`config.mk`:
```
export PLATFORM = sky130hd
export DESIGN_NAME = frame_cfg_sched
export DESIGN_NICKNAME = d
export VERILOG_FILES = /design/src/rtl/asic_pkg.sv /design/src/rtl/frame_cfg_sched_sync_edge_det.sv /design/src/rtl/frame_cfg_sched.sv
export SDC_FILE = /design/constraint.sdc
export NUM_CORES = 1
export LEC_CHECK = 0
export CAP_MARGIN = 25
export CORE_AREA = 4 4 58 100
export DETAILED_ROUTE_END_ITERATION = 8
export DIE_AREA = 0 0 62 104
export GPL_ROUTABILITY_DRIVEN = 0
export GPL_TIMING_DRIVEN = 0
export PLACE_DENSITY = 0.77
export SYNTH_ARGS = -nofsm -noshare
export SYNTH_HDL_FRONTEND = slang
export SYNTH_SLANG_ARGS = --single-unit
```
`constraint.sdc`:
```
create_clock -name clk_sys -period 1.8 [get_ports clk_sys]
set_input_delay 0.27 -clock clk_sys [delete_from_list [all_inputs] [get_ports clk_sys]]
set_output_delay 0.27 -clock clk_sys [all_outputs]
set_load 0.02 [all_outputs]
```
`src/rtl/asic_pkg.sv`:
```
// Shared types and constants for the frame-synchronous configuration scheduler.
// Holds the FSM encoding, the datapath select codes and the mode-to-path mapping.
package asic_pkg;

  localparam int CFG_W_DEF = 8;

  localparam logic [1:0] SEL_BYPASS = 2'b00;
  localparam logic [1:0] SEL_GREY   = 2'b01;

  typedef enum logic [1:0] {
    BLANK  = 2'd0,
    ACTIVE = 2'd1,
    DRAIN  = 2'd2
  } state_t;

  // Codes 10/11 are reserved and fall back to bypass.
  function automatic logic [1:0] path_of(input logic [1:0] mode);
    return (mode == SEL_GREY) ? SEL_GREY : SEL_BYPASS;
  endfunction

endpackage

```
`src/rtl/frame_cfg_sched_sync_edge_det.sv`:
```
// One-flop edge detector: combinational rise/fall against the registered copy.
// The input is already synchronous to clk.
module sync_edge_det (
  input  logic clk,
  input  logic rst_n,
  input  logic din,
  output logic rise,
  output logic fall
);

  logic d_reg;

  always_ff @(posedge clk or negedge rst_n) begin
    if (!rst_n) d_reg <= 1'b0;
    else        d_reg <= din;
  end

  assign rise = din & ~d_reg;
  assign fall = ~din & d_reg;

endmodule

```
`src/rtl/frame_cfg_sched.sv`:
```
// Frame-synchronous configuration scheduler: shadows mode writes and commits them
// only in vertical blanking after the processing pipeline has drained.
module frame_cfg_sched
  import asic_pkg::*;
#(
  parameter int CFG_W        = CFG_W_DEF,
  parameter int DRAIN_CYCLES = 4,
  parameter int FRAME_CNT_W  = 16,
  parameter int LINE_CNT_W   = 12
) (
  input  logic                   clk_sys,
  input  logic                   reset_sys,
  input  logic                   InVSYNC,
  input  logic                   InHSYNC,
  input  logic                   CFG_VALID,
  input  logic [CFG_W-1:0]       CFG_REG,
  output logic [CFG_W-1:0]       mode_active,
  output logic [1:0]             sel_path,
  output logic                   cfg_pending,
  output logic                   cfg_commit,
  output logic                   cfg_miss,
  output logic                   frame_start,
  output logic                   frame_end,
  output logic [FRAME_CNT_W-1:0] frame_cnt,
  output logic [LINE_CNT_W-1:0]  line_cnt
);

  localparam int DRAIN_W = (DRAIN_CYCLES > 1) ? $clog2(DRAIN_CYCLES) : 1;
  localparam logic [DRAIN_W-1:0] DRAIN_LOAD = DRAIN_W'(DRAIN_CYCLES - 1);

  // Index 0 tracks VSYNC, index 1 tracks HSYNC.
  logic [1:0] sync_in;
  logic [1:0] rise;
  logic [1:0] fall;
  logic       v_rise;
  logic       v_fall;
  logic       h_rise;
  logic       unused_h_fall;

  assign sync_in = {InHSYNC, InVSYNC};

  generate
    for (genvar gi = 0; gi < 2; gi++) begin : g_edge
      sync_edge_det u_edge (
        .clk   (clk_sys),
        .rst_n (reset_sys),
        .din   (sync_in[gi]),
        .rise  (rise[gi]),
        .fall  (fall[gi])
      );
    end
  endgenerate

  assign v_rise        = rise[0];
  assign v_fall        = fall[0];
  assign h_rise        = rise[1];
  assign unused_h_fall = fall[1];

  state_t               state_reg, state_next;
  logic [DRAIN_W-1:0]   drain_cnt_reg, drain_cnt_next;
  logic                 commit_en;
  logic                 miss_en;

  logic [CFG_W-1:0]       shadow_reg;
  logic [CFG_W-1:0]       mode_reg;
  logic [1:0]             sel_reg;
  logic                   pending_reg;
  logic                   commit_reg;
  logic                   miss_reg;
  logic                   frame_start_reg;
  logic                   frame_end_reg;
  logic [FRAME_CNT_W-1:0] frame_cnt_reg;
  logic [LINE_CNT_W-1:0]  line_cnt_reg;

  always_ff @(posedge clk_sys or negedge reset_sys) begin
    if (!reset_sys) begin
      state_reg     <= BLANK;
      drain_cnt_reg <= '0;
    end else begin
      state_reg     <= state_next;
      drain_cnt_reg <= drain_cnt_next;
    end
  end

  always_comb begin
    state_next = state_reg;
    case (state_reg)
      BLANK:   if (InVSYNC) state_next = ACTIVE;
      ACTIVE:  if (!InVSYNC) state_next = DRAIN;
      DRAIN: begin
        if (InVSYNC)                    state_next = ACTIVE;
        else if (drain_cnt_reg == '0)   state_next = BLANK;
      end
      default: state_next = BLANK;
    endcase
  end

  // A new frame arriving mid-drain defers the commit; the shadow stays pending.
  always_comb begin
    commit_en      = 1'b0;
    miss_en        = 1'b0;
    drain_cnt_next = drain_cnt_reg;
    case (state_reg)
      BLANK:   commit_en = !InVSYNC && pending_reg;
      ACTIVE:  if (!InVSYNC) drain_cnt_next = DRAIN_LOAD;
      DRAIN: begin
        if (InVSYNC)                  miss_en = pending_reg;
        else if (drain_cnt_reg != '0) drain_cnt_next = drain_cnt_reg - 1'b1;
      end
      default: ;
    endcase
  end

  always_ff @(posedge clk_sys or negedge reset_sys) begin
    if (!reset_sys) begin
      shadow_reg      <= '0;
      mode_reg        <= '0;
      sel_reg         <= SEL_BYPASS;
      pending_reg     <= 1'b0;
      commit_reg      <= 1'b0;
      miss_reg        <= 1'b0;
      frame_start_reg <= 1'b0;
      frame_end_reg   <= 1'b0;
      frame_cnt_reg   <= '0;
      line_cnt_reg    <= '0;
    end else begin
      // A write on the commit cycle lands in the shadow and stays pending.
      if (CFG_VALID)      pending_reg <= 1'b1;
      else if (commit_en) pending_reg <= 1'b0;
      if (CFG_VALID) shadow_reg <= CFG_REG;
      if (commit_en) begin
        mode_reg <= shadow_reg;
        sel_reg  <= path_of(shadow_reg[1:0]);
      end
      commit_reg      <= commit_en;
      miss_reg        <= miss_en;
      frame_start_reg <= v_rise;
      frame_end_reg   <= v_fall;
      if (v_fall) frame_cnt_reg <= frame_cnt_reg + 1'b1;
      if (v_rise)
        line_cnt_reg <= '0;
      else if (h_rise && InVSYNC && line_cnt_reg != '1)
        line_cnt_reg <= line_cnt_reg + 1'b1;
    end
  end

  assign mode_active = mode_reg;
  assign sel_path    = sel_reg;
  assign cfg_pending = pending_reg;
  assign cfg_commit  = commit_reg;
  assign cfg_miss    = miss_reg;
  assign frame_start = frame_start_reg;
  assign frame_end   = frame_end_reg;
  assign frame_cnt   = frame_cnt_reg;
  assign line_cnt    = line_cnt_reg;

endmodule

```
==> results of run 1 <==
power by group through the flow:
stage	registers, mW	logic, mW	clock network [mW]
3_3_place_gp	1.60	0.754	0
5_1_grt	1.60	0.845	0.873
4_1_cts	1.58	0.784	0.821
3_5_place_dp	1.60	0.776	0
2_1_floorplan	1.74	0.233	0
6_report	1.58	0.775	0.795
final cells by class:
type / count / share of cell area
clock inverters: 2 / 0.0110
plain buffers: 6 / 0.00946
multi-input cells: 134 / 0.311
flip-flops and latches: 56 / 0.441
clock buffers: 6 / 0.0229
inverters: 7 / 0.00827
well taps: 54 / 0.0213
repair buffers: 55 / 0.175
cells in the mapped netlist, types with 3 or more instances:
cell type / number / share of area
dfrtp_1: 56 / 0.58
nor2_1: 13 / 0.020
mux2_2: 17 / 0.080
ha_1: 3 / 0.016
inv_1: 7 / 0.011
nand2_1: 11 / 0.017
and3_1: 3 / 0.0078
clkbuf_1: 3 / 0.0047
nand3_1: 8 / 0.017
a21oi_1: 8 / 0.017
nor4_1: 3 / 0.0078
nand4_1: 6 / 0.016
or3_1: 3 / 0.0078
o21ai_0: 8 / 0.017
xor2_1: 5 / 0.018
nor3_1: 6 / 0.012
xnor2_1: 11 / 0.040
final timing paths:
| kind | start | to | slack (ns) | cells past startpoint |
|---|---|---|---|---|
| max | InVSYNC | line_cnt[4]$_DFFE_PN0P_ | 0.07 | 6 |
| min | reset_sys | frame_cnt[8]$_DFFE_PN0P_ | 0.45 | 2 |
| max reg2reg | line_cnt[3]$_DFFE_PN0P_ | line_cnt[7]$_DFFE_PN0P_ | 0.17 | 4 |
| min reg2reg | frame_cnt[15]$_DFFE_PN0P_ | frame_cnt[15]$_DFFE_PN0P_ | 0.48 | 1 |
| max in group asynchronous | reset_sys | line_cnt[7]$_DFFE_PN0P_ | 0.80 | 3 |
| min in group clk_sys | frame_cnt[15]$_DFFE_PN0P_ | frame_cnt[15]$_DFFE_PN0P_ | 0.48 | 1 |
cell families (layout without fill, tap and decap cells):
logic type      count (synthesis)  after routing
simple gates                   69             69
flops                          56             56
compound gates                 26             26
mux                            19             19
xor+xnor                       16             16
buf+inv                        13             76
fa+ha+maj                       3              3
other cells                     1              1
what timing repair did:
item | 4_1_cts | 5_1_grt
hold buffers | 1 | 0
resized for setup | 2 | 6
hold endpoints to repair | 20 | 0
setup endpoints to repair | 8 | 11
routing by layer:
metal  vias up  global-route usage  share of wire
li1        842                   -              -
met1       836               0.179           0.38
met2        59               0.261           0.53
met3         6              0.0460          0.073
met4         0              0.0607          0.017
met5         -                   0              0
through the flow:
step | cell area, um2 | cells | util
detailed placement | 3020 | 311 | 0.607
floorplan | 2410 | 203 | -
global route | 3180 | 320 | 0.638
finish | 3180 | 320 | 0.638
CTS | 3150 | 320 | 0.633
global placement | 3010 | 310 | 0.604
==> impl_metrics.json, run 1 <==
{
  "hold_viol": 0,
  "ir_drop_mv": 0.936,
  "dr.pass1.iters": 4,
  "ys_warn_count": 0,
  "finalCritPeriodShare": 0.959,
  "cts_tree": "yes",
  "ys_ff_latch": 56,
  "timing.slew.headroom": 0.652,
  "dr_total_vias": 1743,
  "cp_top_family": "buffers and inverters",
  "synth_top_family_by_area": "simple AND/OR/NAND/NOR gates",
  "required_ns": 2.03,
  "die-area_um2": 6450,
  "max_slew.worst_pin.slew_ns": 0.522,
  "critPathKind": "in2reg",
  "netSwitchingPower_mw": 0.904,
  "setup_ws_ns": 0.0743,
  "synthAdderAreaFrac": 0.0156,
  "post-cts-setup-buffers": 0,
  "via_per_inst": 5.45,
  "clock_skew_ns": 0.00705,
  "totalPowerFinal_mw": 3.15,
  "maxCapViolCount": 0,
  "seqPwrFrac": 0.501,
  "leakage_nw": 1.39,
  "setup_violations": 0,
  "syn_to_final_growth_pct": 31.9,
  "grt_pass1_wl_um": 7740,
  "clkTransAtPathRegs_ns": 0.09,
  "worst_setup_path_end_kind": "flop",
  "power_frac_clock": 0.252,
  "diodes": 0,
  "synth_compound_area_frac": 0.0655,
  "clock_path_buffers": 2,
  "place_ws_ns": -0.429,
  "slew_violations": 0,
  "largest_reg_flops": 16,
  "yosysUniqueCellTypes": 43,
  "fillers": 402,
  "synth-xor-area-share": 0.0582,
  "fin_setup_tns_ns": 0,
  "final_common_cell": "dfrtp_1",
  "ctsRootBufferMaster": "clkbuf_8",
  "pin_count": 56,
  "portBuffers": 53,
  "routed_wl_um": 4690,
  "ys_seq_area_frac": 0.582,
  "cp_cell_sequence": "clkdlybuf4s50_1, buf_2, and4b_1, nand3_1, or3_1, a21oi_1",
  "initial_core_util": 0.484,
  "wl_per_cell_um": 14.6,
  "path_max_fanout": 10,
  "drive_gt1_frac": 0.143,
  "p_comb_frac": 0.246,
  "synthSimpleGateAreaFrac": 0.166,
  "multi_input_area_um2": 987,
  "crit_path_top_delay_cell": "clkdlybuf4s50_1",
  "fin_nets": 281,
  "syn_area_per_cell_um2": 11.9,
  "hold_ws_ns": 0.452,
  "dp_hpwl_um": 3510,
  "hold_class": "in2async",
  "outcome": "finished, final reports clean",
  "p_per_area_nw_per_um2": 991,
  "synth_cells": 203,
  "grt.overflow.total": 0,
  "clkLatencyLatePin_ns": 0.30,
  "core_um2": 4980,
  "drtIter0Drc": 57,
  "cts-htree-levels": 2,
  "finalCriticalPeriod_ns": 1.73,
  "grt_pass1_vias": 1696,
  "grt.total_usage": 0.156,
  "p_int_mw": 2.24,
  "rsz0062_at_grt": "yes",
  "muxShareOfSynthArea": 0.0878,
  "drtAntennaViolNets": 0,
  "grt_max_degree": 37,
  "antenna_found_initial": 0,
  "die_h_um": 104,
  "maxClockFrequency_mhz": 579,
  "seqCellArea_um2": 1400,
  "syn_area_um2": 2410,
  "cts-buffers-inserted": 5,
  "ys_async_sr_fraction": 1.00,
  "crit_path_max_incr_delay_ns": 0.62,
  "switching_share": 0.287,
  "rows": 34,
  "synth_flop_cell": "dfrtp_1",
  "dieWidth_um": 62,
  "path_buf_inv": 2,
  "synth.net_count": 219,
  "synth_edf_count": 0,
  "route.detailed.drc": 0,
  "worstSetupStartpointType": "primary input",
  "arrival_ns": 1.95,
  "layout_common_cells": "dfrtp_1, clkdlybuf4s50_1, mux2_2, nor2_1",
  "cts.sinks": 56
}
Power figures use the tool's default switching activity.
==> run 2, diff against run 1 <==
CORE_AREA = 4 4 58 99   (was 4 4 58 100)
DIE_AREA = 0 0 62 103   (was 0 0 62 104)
PLACE_DENSITY = 0.78   (was 0.77)
clock period = 2 ns   (was 1.8 ns; I/O delays follow)
==> run 2 against run 1 <==
  * Sequential power shrank 10%
  * Critical path depth did not move
  * Non-clock buffer count did not move
  * Utilization decreased by 0.80 points
  * First-iteration DRC count shrank 25%
  * Combinational power down 9.8%
  * Cell count unchanged
  * Via count rose by 0.11%
  * Final area decreased by 1.3%
  * Die area shrank 0.96%
  * Global-route usage rose by 0.86 points
  * Wire length grew 2.8%
==> impl_metrics.json, run 2 (synthesized netlist as in run 1, its figures left out) <==
{
  "largest_reg_flops": 16,
  "path_max_fanout": 10,
  "dr.pass1.iters": 4,
  "drtAntennaViolNets": 0,
  "clock_skew_ns": 0.00890,
  "diodes": 0,
  "portBuffers": 53,
  "grt.total_usage": 0.165,
  "cts_tree": "yes",
  "final_common_cell": "dfrtp_1",
  "finalCritPeriodShare": 0.897,
  "die-area_um2": 6390,
  "p_comb_frac": 0.255,
  "rsz0062_at_grt": "no",
  "cp_cell_sequence": "clkdlybuf4s50_1, clkbuf_2, nand3b_1, nor4_1, nand2_1, xnor2_1",
  "die_h_um": 103,
  "via_per_inst": 5.45,
  "setup_ws_ns": 0.207,
  "crit_path_top_delay_cell": "clkdlybuf4s50_1",
  "syn_to_final_growth_pct": 30.2,
  "grt_use_met3": 0.0539,
  "hold_class": "in2async",
  "drtIter0Drc": 43,
  "maxClockFrequency_mhz": 558,
  "hold_viol": 0,
  "clkTransAtPathRegs_ns": 0.09,
  "dp_hpwl_um": 3550,
  "ctsRootBufferMaster": "clkbuf_8",
  "seqPwrFrac": 0.516,
  "grt_pass1_vias": 1760,
  "routed_wl_um": 4820,
  "met1_usage": 0.175,
  "place_ws_ns": -0.248,
  "outcome": "finished, final reports clean",
  "cts-htree-levels": 2,
  "fin_nets": 281,
  "placed_cells": 311,
  "maxCapViolCount": 0,
  "worst_setup_path_end_kind": "flop",
  "p_per_area_nw_per_um2": 876,
  "grt.overflow.total": 0,
  "rows": 34,
  "pin_count": 56,
  "grt.busiest_layer": "met2",
  "ir_drop_mv": 0.735,
  "core_um2": 4980,
  "fin_setup_tns_ns": 0,
  "grt_pass1_wl_um": 7900,
  "wl_per_cell_um": 15.1,
  "critPathKind": "in2reg",
  "cts-buffers-inserted": 5,
  "grt_max_degree": 42,
  "route.detailed.drc": 0,
  "grtUsageMet2": 0.289,
  "layoutNonFillerInstCount": 320,
  "antenna_found_initial": 0,
  "crit_path_max_incr_delay_ns": 0.53,
  "totalPowerFinal_mw": 2.75,
  "clock_path_buffers": 2,
  "leakage_nw": 1.37,
  "multi_input_area_um2": 963,
  "finalCriticalPeriod_ns": 1.79,
  "arrival_ns": 1.99,
  "slew_violations": 0,
  "netSwitchingPower_mw": 0.821,
  "initial_core_util": 0.484,
  "seqCellArea_um2": 1400,
  "cts.sinks": 56,
  "required_ns": 2.19,
  "fillers": 396,
  "power_frac_clock": 0.230,
  "drive_gt1_frac": 0.139,
  "clkLatencyLatePin_ns": 0.31,
  "layout_common_cells": "dfrtp_1, clkdlybuf4s50_1, mux2_2, nor2_1",
  "dieWidth_um": 62,
  "worstSetupStartpointType": "primary input",
  "p_int_mw": 1.93,
  "switching_share": 0.299,
  "setup_violations": 0,
  "dr_total_vias": 1745
}
run 2: changes by cell type in the layout (fill, tap and decap cells not counted), sizes merged:
cell / previous run / this run
clkbuf: 9 / 10
buf: 5 / 4
bufinv: 1 / 0
clkinv: 1 / 2
run 2: worst max-delay path, delay by kind of cell:
family / cells / cell delay (ns)
xor+xnor: 1 / 0.14
simple gates: 3 / 0.79
buf+inv: 2 / 0.76
run 2: worst paths after layout:
check / endpoint / cells past startpoint / slack, ns / start
hold / removal: frame_cnt[15]$_DFFE_PN0P_ / 2 / 0.44 / reset_sys
max in group asynchronous: frame_cnt[9]$_DFFE_PN0P_ / 3 / 1.02 / reset_sys
min in group clk_sys: cfg_pending$_DFFE_PN0P_ / 2 / 0.47 / CFG_VALID
setup / recovery: frame_cnt[12]$_DFFE_PN0P_ / 6 / 0.21 / InVSYNC
setup reg to reg: line_cnt[1]$_DFFE_PN0P_ / 5 / 0.36 / line_cnt[0]$_DFFE_PN0P_
hold reg to reg: frame_cnt[15]$_DFFE_PN0P_ / 1 / 0.47 / frame_cnt[15]$_DFFE_PN0P_
run 2: through the flow:
stage	util	hold slack (ns)	cell area (um2)
3_3_place_gp	0.604	0.463	3010
2_1_floorplan	-	0.00441	2410
3_5_place_dp	0.607	0.243	3020
6_report	0.630	0.436	3140
4_1_cts	0.627	0.446	3120
5_1_grt	0.630	0.467	3140
run 2: final cells by class:
| cell class | instances | share of cell area |
|---|---|---|
| timing repair buffer | 55 | 0.177 |
| tap | 54 | 0.0215 |
| inverter | 7 | 0.00838 |
| buffer | 6 | 0.00918 |
| multi-input combinational | 134 | 0.307 |
| clock inverter | 2 | 0.00319 |
| clock buffer | 6 | 0.0263 |
| sequential | 56 | 0.447 |
run 2: repair_timing:
item	in CTS	in global routing
gates resized for setup	0	2
hold buffers	1	0
buffers inserted	0	0
hold endpoints to repair	15	0
endpoints found under the setup margin	0	8
run 2: metal layers:
metal	wire [um]	up-vias
li1	-	842
met1	1800	856
met2	2630	40
met3	302	7
met4	80	0
met5	0	-
run 2: power groups by stage:
stage / Clock [mW] / Combinational, mW / Sequential (mW)
floorplan: 0 / 0.210 / 1.57
global placement: 0 / 0.681 / 1.43
detailed placement: 0 / 0.701 / 1.44
CTS: 0.647 / 0.712 / 1.42
global route: 0.691 / 0.756 / 1.45
finish: 0.631 / 0.699 / 1.42
==> run 3, diff against run 2 <==
CTS_CLUSTER_SIZE = 20   (was not set)
==> results of run 3 <==
The final DEF is identical to that of run 2; final timing and power are the same.
